`src/rtl/shift_ctrl_pkg.sv`:
```
// Shared types and constants for the shift-register command sequencer.
// Op codes, FSM states, register mode-select encodings and op classification helpers.
package shift_ctrl_pkg;

  typedef enum logic [2:0] {
    OP_LOAD = 3'd0,
    OP_SHR  = 3'd1,
    OP_SHL  = 3'd2,
    OP_ROTR = 3'd3,
    OP_ROTL = 3'd4
  } op_e;

  typedef enum logic [1:0] {
    ST_IDLE = 2'd0,
    ST_RUN  = 2'd1,
    ST_DONE = 2'd2
  } state_e;

  localparam logic [1:0] SEL_HOLD  = 2'b00;
  localparam logic [1:0] SEL_RIGHT = 2'b01;
  localparam logic [1:0] SEL_LEFT  = 2'b10;
  localparam logic [1:0] SEL_LOAD  = 2'b11;

  function automatic logic op_legal(input logic [2:0] op);
    return (op <= 3'd4);
  endfunction

  function automatic logic op_is_shift(input logic [2:0] op);
    return (op != 3'd0) && op_legal(op);
  endfunction

endpackage

```
`src/rtl/shift_register_ctrl.sv`:
```
// Command sequencer for a universal shift register: accepts LOAD/shift/rotate
// commands, drives mode selects and fill bits for N cycles, then pulses done.
module shift_register_ctrl
  import shift_ctrl_pkg::*;
#(
  parameter int WIDTH = 4,
  parameter int CNT_W = 3
) (
  input  logic             clk,
  input  logic             clear,
  input  logic             cmd_valid,
  output logic             cmd_ready,
  input  logic [2:0]       cmd_op,
  input  logic [CNT_W-1:0] cmd_count,
  input  logic [WIDTH-1:0] cmd_data,
  input  logic             ser_in,
  input  logic             abort,
  input  logic [WIDTH-1:0] sr_q,
  output logic             sr_s1,
  output logic             sr_s0,
  output logic [WIDTH-1:0] sr_in,
  output logic             sr_msb_in,
  output logic             sr_lsb_in,
  output logic             ser_out,
  output logic             ser_out_valid,
  output logic             done,
  output logic             err
);

  state_e           state_q, state_d;
  logic [2:0]       op_q, op_d;
  logic [CNT_W-1:0] rem_q, rem_d;
  logic [WIDTH-1:0] data_q, data_d;
  logic             err_q, err_d;
  logic [1:0]       sel_s;

  always_ff @(posedge clk or posedge clear) begin
    if (clear) begin
      state_q <= ST_IDLE;
      op_q    <= 3'd0;
      rem_q   <= '0;
      data_q  <= '0;
      err_q   <= 1'b0;
    end else begin
      state_q <= state_d;
      op_q    <= op_d;
      rem_q   <= rem_d;
      data_q  <= data_d;
      err_q   <= err_d;
    end
  end

  always_comb begin
    state_d = state_q;
    op_d    = op_q;
    rem_d   = rem_q;
    data_d  = data_q;
    err_d   = err_q;
    case (state_q)
      ST_IDLE: begin
        if (cmd_valid) begin
          op_d   = cmd_op;
          data_d = cmd_data;
          err_d  = !op_legal(cmd_op);
          if (!op_legal(cmd_op)) begin
            rem_d   = '0;
            state_d = ST_DONE;
          end else if (cmd_op == OP_LOAD) begin
            rem_d   = CNT_W'(1);
            state_d = ST_RUN;
          end else if (cmd_count == '0) begin
            rem_d   = '0;
            state_d = ST_DONE;
          end else begin
            rem_d   = cmd_count;
            state_d = ST_RUN;
          end
        end else begin
          state_d = ST_IDLE;
        end
      end
      ST_RUN: begin
        // Saturating decrement keeps the counter from wrapping even on abort.
        if (rem_q != '0) begin
          rem_d = rem_q - CNT_W'(1);
        end else begin
          rem_d = '0;
        end
        if (abort || (rem_q <= CNT_W'(1))) begin
          state_d = ST_DONE;
        end else begin
          state_d = ST_RUN;
        end
      end
      ST_DONE: begin
        err_d   = 1'b0;
        state_d = ST_IDLE;
      end
      default: state_d = ST_IDLE;
    endcase
  end

  always_comb begin
    sel_s         = SEL_HOLD;
    sr_in         = '0;
    sr_msb_in     = 1'b0;
    sr_lsb_in     = 1'b0;
    ser_out       = 1'b0;
    ser_out_valid = 1'b0;
    cmd_ready     = (state_q == ST_IDLE);
    done          = (state_q == ST_DONE);
    err           = (state_q == ST_DONE) && err_q;
    // An abort cycle suppresses the shift so only completed shifts count.
    if ((state_q == ST_RUN) && !abort) begin
      case (op_q)
        OP_LOAD: begin
          sel_s = SEL_LOAD;
          sr_in = data_q;
        end
        OP_SHR: begin
          sel_s         = SEL_RIGHT;
          sr_msb_in     = ser_in;
          ser_out       = sr_q[0];
          ser_out_valid = 1'b1;
        end
        OP_SHL: begin
          sel_s         = SEL_LEFT;
          sr_lsb_in     = ser_in;
          ser_out       = sr_q[WIDTH-1];
          ser_out_valid = 1'b1;
        end
        OP_ROTR: begin
          sel_s         = SEL_RIGHT;
          sr_msb_in     = sr_q[0];
          ser_out       = sr_q[0];
          ser_out_valid = 1'b1;
        end
        OP_ROTL: begin
          sel_s         = SEL_LEFT;
          sr_lsb_in     = sr_q[WIDTH-1];
          ser_out       = sr_q[WIDTH-1];
          ser_out_valid = 1'b1;
        end
        default: sel_s = SEL_HOLD;
      endcase
    end else begin
      sel_s = SEL_HOLD;
    end
  end

  assign sr_s1 = sel_s[1];
  assign sr_s0 = sel_s[0];

endmodule
```
`config.mk`:
```
export PLATFORM = sky130hd
export DESIGN_NAME = shift_register_ctrl
export DESIGN_NICKNAME = d
export VERILOG_FILES = /design/src/rtl/shift_ctrl_pkg.sv /design/src/rtl/shift_register_ctrl.sv
export SDC_FILE = /design/constraint.sdc
export NUM_CORES = 1
export LEC_CHECK = 0
export CAP_MARGIN = 15
export CORE_AREA = 2 2 50 52
export CTS_BUF_LIST = sky130_fd_sc_hd__clkbuf_8 sky130_fd_sc_hd__clkbuf_16
export DETAILED_ROUTE_END_ITERATION = 10
export DIE_AREA = 0 0 52 54
export GPL_TIMING_DRIVEN = 0
export PLACE_DENSITY = 0.81
export SETUP_SLACK_MARGIN = 0.02
export SLEW_MARGIN = 0
export SYNTH_ARGS = -nofsm -noshare
export SYNTH_HDL_FRONTEND = slang
export SYNTH_SLANG_ARGS = --single-unit
```
`constraint.sdc`:
```
create_clock -name clk -period 1.5 [get_ports clk]
set_input_delay 0.375 -clock clk [delete_from_list [all_inputs] [get_ports clk]]
set_output_delay 0.375 -clock clk [all_outputs]
set_load 0.01 [all_outputs]
```
==> impl_metrics.py <==
metrics = {
    "run_status": {
        "status": "complete, but fails checks",
        "violations": "setup timing",
    },
    "worst_setup_path": {
        "critical_path.cell_chain": "or3b_1, buf_6, nor4_4, buf_4, and2_1, buf_2",
        "cp_data_required_time_ns": 1.12,
        "path_buf_inv": 3,
        "timing.critical_path.fanout_max": 4,
        "timing.critical_path.slowest_stage_cell": "dfrtp_2",
        "cp_data_arrival_time_ns": 1.66,
        "r2r_start": "state_q[0]",
        "setup.worst_path.start": "state_q[1]",
        "crit_type": "flip-flop to output pin",
        "start_kind": "flip-flop",
        "type_of_destination_of_the_critical_path": "output pin",
        "slowest_delay_ns": 0.39,
        "timing.critical_path.max_delay_family": "simple AND/OR/NAND/NOR gates",
    },
    "global_route": {
        "globalRouteMet2Util_pct": 28.1,
        "gr-total-overflow": 0,
        "grt_start_max_net_pins": 14,
        "grt_first_pass_wirelength_mm": 3.24,
        "grt_antenna_before_repair": 0,
        "grt_util_met1_pct": 18.0,
        "grt_util_met3_pct": 1.67,
        "globalRouteTotalUtil_pct": 16.1,
        "first_global_vias": 736,
        "grt_busiest_layer": "met2",
    },
    "yosys": {
        "synth_seq_area_share_pct": 40.3,
        "postSynth.topFlopCell": "dfrtp_1",
        "synth.area.top_cells": "dfrtp_1, nand2_1, and2_1, buf_2, nand3b_1",
        "synth_cell_types": 35,
        "post_synth_edffs": 0,
        "postSynth.asyncResetShare_pct": 100,
        "synthCells": 93,
        "yosysWarnings": 0,
        "synth_top_area_share_pct": 40.3,
        "synthesis.area_per_instance_um2": 8.68,
        "post_syn_area_um2": 807,
        "synth.ff_latch_count": 13,
        "yosysTopAreaCell": "dfrtp_1",
        "synth_nets": 112,
    },
    "die": {
        "floorplan.initialDensity_pct": 34.8,
        "die_width_um": 52,
        "design.portCount": 32,
        "core_area_mm2": 0.00232,
        "core.rowCount": 18,
        "die_area_mm2": 0.00281,
        "dieHeight_um": 54,
    },
    "sta": {
        "maxSlewHeadroom_pct": 67.9,
        "setup_viol": 12,
        "finClkSkew_ns": 0.000658,
        "min_period_ns": 2.04,
        "report.final.hold_viol_count": 0,
        "timing.fmax_mhz": 491,
        "fin_ws_ns": -0.539,
        "tightestPinTransition_ns": 0.481,
        "finalCritPeriodShare_pct": 136,
        "worst_hold_margin_ns": 0.469,
        "finalSetupTns_ns": -4.61,
        "rsz0062_at_grt": "true",
        "report.final.slew_viol_count": 0,
    },
    "drt": {
        "ant_nets": 0,
        "detailedRoute.firstPassIterationCount": 4,
        "dr_total_vias": 824,
        "totalWireLength_mm": 2.05,
        "drcViolationCount": 0,
        "wl_per_cell_um": 12.6,
        "via_density_per_instance": 5.06,
        "initialDrtViolationCount": 14,
    },
    "cts": {
        "path_clk_slew_ns": 0.06,
        "cts.sinks": 13,
        "worst_skew_late_latency_ns": 0.25,
        "cts_hold_buf": 0,
        "cts-root-to-sink-buffers": 2,
        "tritoncts": "built",
        "cts_root_buffer": "clkbuf_8",
        "cts.htree.levels": 1,
        "cts_buffers": 3,
    },
    "cells_and_area": {
        "num_antenna_cells": 0,
        "multi_input_area_um2": 459,
        "layout.area.seq_um2": 328,
        "fill_cells": 216,
        "design.final.nets": 153,
        "area_growth_pct": 50.7,
        "post_route_cells_drive_above_1_share_pct": 31.6,
        "final_cell_count_no_fill": 163,
    },
    "power_and_ir_drop": {
        "comb_power_share_pct": 47.5,
        "p_leak_uw": 0.000572,
        "switchingPower_uw": 647,
        "worst_ir_drop_vdd_mv": 0.556,
        "power.share.clock_pct": 18.4,
        "switching_share_pct": 37.9,
        "share_seq_of_total_power_pct": 34.0,
        "power.density_mw_per_mm2": 1400,
        "internal_power_uw": 1060,
        "report.power.total_uw": 1710,
    },
    "min_path": {
        "hold_path_class": "primary input to async pin",
    },
    "placed_design": {
        "gp_routability_congestion": 0.789,
        "numPortBuffers": 29,
        "dpl.cell_count": 152,
        "dp_hpwl_mm": 1.46,
    },
    "flow_run": {
        "total_of_max_cap_violations": 0,
    },
}
## metal layers
layer / wire, µm / share of wire (%)
met1: 813 / 40
met3: 99 / 4.8
met5: 0 / 0
met4: 72 / 3.5
met2: 1060 / 52
## layout by cell type, fill, tap and decap left out, types with 3 or more instances in the layout
master,synthesis,routed
nand2_1,23,23
buf_2,5,15
dfrtp_1,13,11
clkdlybuf4s50_1,0,11
buf_6,1,6
nor2_1,6,6
buf_4,0,5
dlygate4sd2_1,0,4
nor3_1,3,3
and2_1,5,3
nand3b_1,3,3
inv_1,3,3
clkbuf_8,0,3
## state kept, by name, summed over array words and instances (netlist names)
register,cells
data_q,4
op_q,3
rem_q,3
state_q,2
err_q,1
## per-stage QoR
step,setup WS [ns],instance area [µm²],utilization (%)
floorplan,-0.157,813,-
global placement,-1.05,1140,49.2
detailed placement,-1.09,1140,49.2
CTS,-0.623,1210,52.1
global route,-0.621,1220,52.4
finish,-0.539,1220,52.4
## cell type report
cell class,instances,area share (%)
Multi-Input combinational cell,71,37.8
Sequential cell,13,27.0
Timing Repair Buffer,36,24.1
Buffer,6,3.50
Clock buffer,3,3.40
Tap cell,30,3.09
Inverter,3,0.926
Clock inverter,1,0.309
## power by group through the flow
stage	clock network, µW	logic (µW)	registers [µW]
after floorplan	0	517	570
after global placement	0	709	594
after detailed placement	0	730	602
after CTS	320	802	579
after global routing	328	899	605
final	315	811	580
## worst paths after layout
kind                       slack (ns)         end  cells past startpoint
setup / recovery                -0.54    sr_in[0]                      6
hold / removal                   0.47    rem_q[0]                      2
setup reg to reg                 0.08    rem_q[2]                      5
hold reg to reg                  0.48   data_q[3]                      2
max in group asynchronous        0.68  state_q[0]                      2
min in group clk                 0.48   data_q[3]                      2
## cell usage after synthesis, types with 2 or more instances
| cell type | n |
|---|---|
| maj3_1 | 2 |
| dfrtp_1 | 13 |
| nor3_1 | 3 |
| nand2_1 | 23 |
| a211oi_1 | 2 |
| inv_1 | 3 |
| and2_1 | 5 |
| a21oi_1 | 2 |
| nor4b_1 | 2 |
| buf_2 | 5 |
| nor3b_1 | 2 |
| nand3b_1 | 3 |
| nor2_1 | 6 |
## what timing repair did
action | 4_1_cts | 5_1_grt
buffers inserted | 5 | 1
endpoints found under the setup margin | 25 | 12
hold endpoints to repair | 0 | 0
gates cloned | 1 | 0
pin swaps | 6 | 2
resized for setup | 73 | 0
## worst reg2reg max path, delay by kind of cell, from the launching register on
family | cells | cell delay, ns
AO/OA/AOI/OAI | 2 | 0.21
buffers and inverters | 2 | 0.27
flip-flops | 1 | 0.40
AND/OR/NAND/NOR | 1 | 0.41
## logic make-up after synthesis
kind of cell / synth area share [%]
compound gates: 12.9
xor+xnor: 2.17
fa+ha+maj: 2.48
buf+inv: 5.89
flops: 40.3
mux: 1.24
simple gates: 35.0
Power figures use the tool's default switching activity.
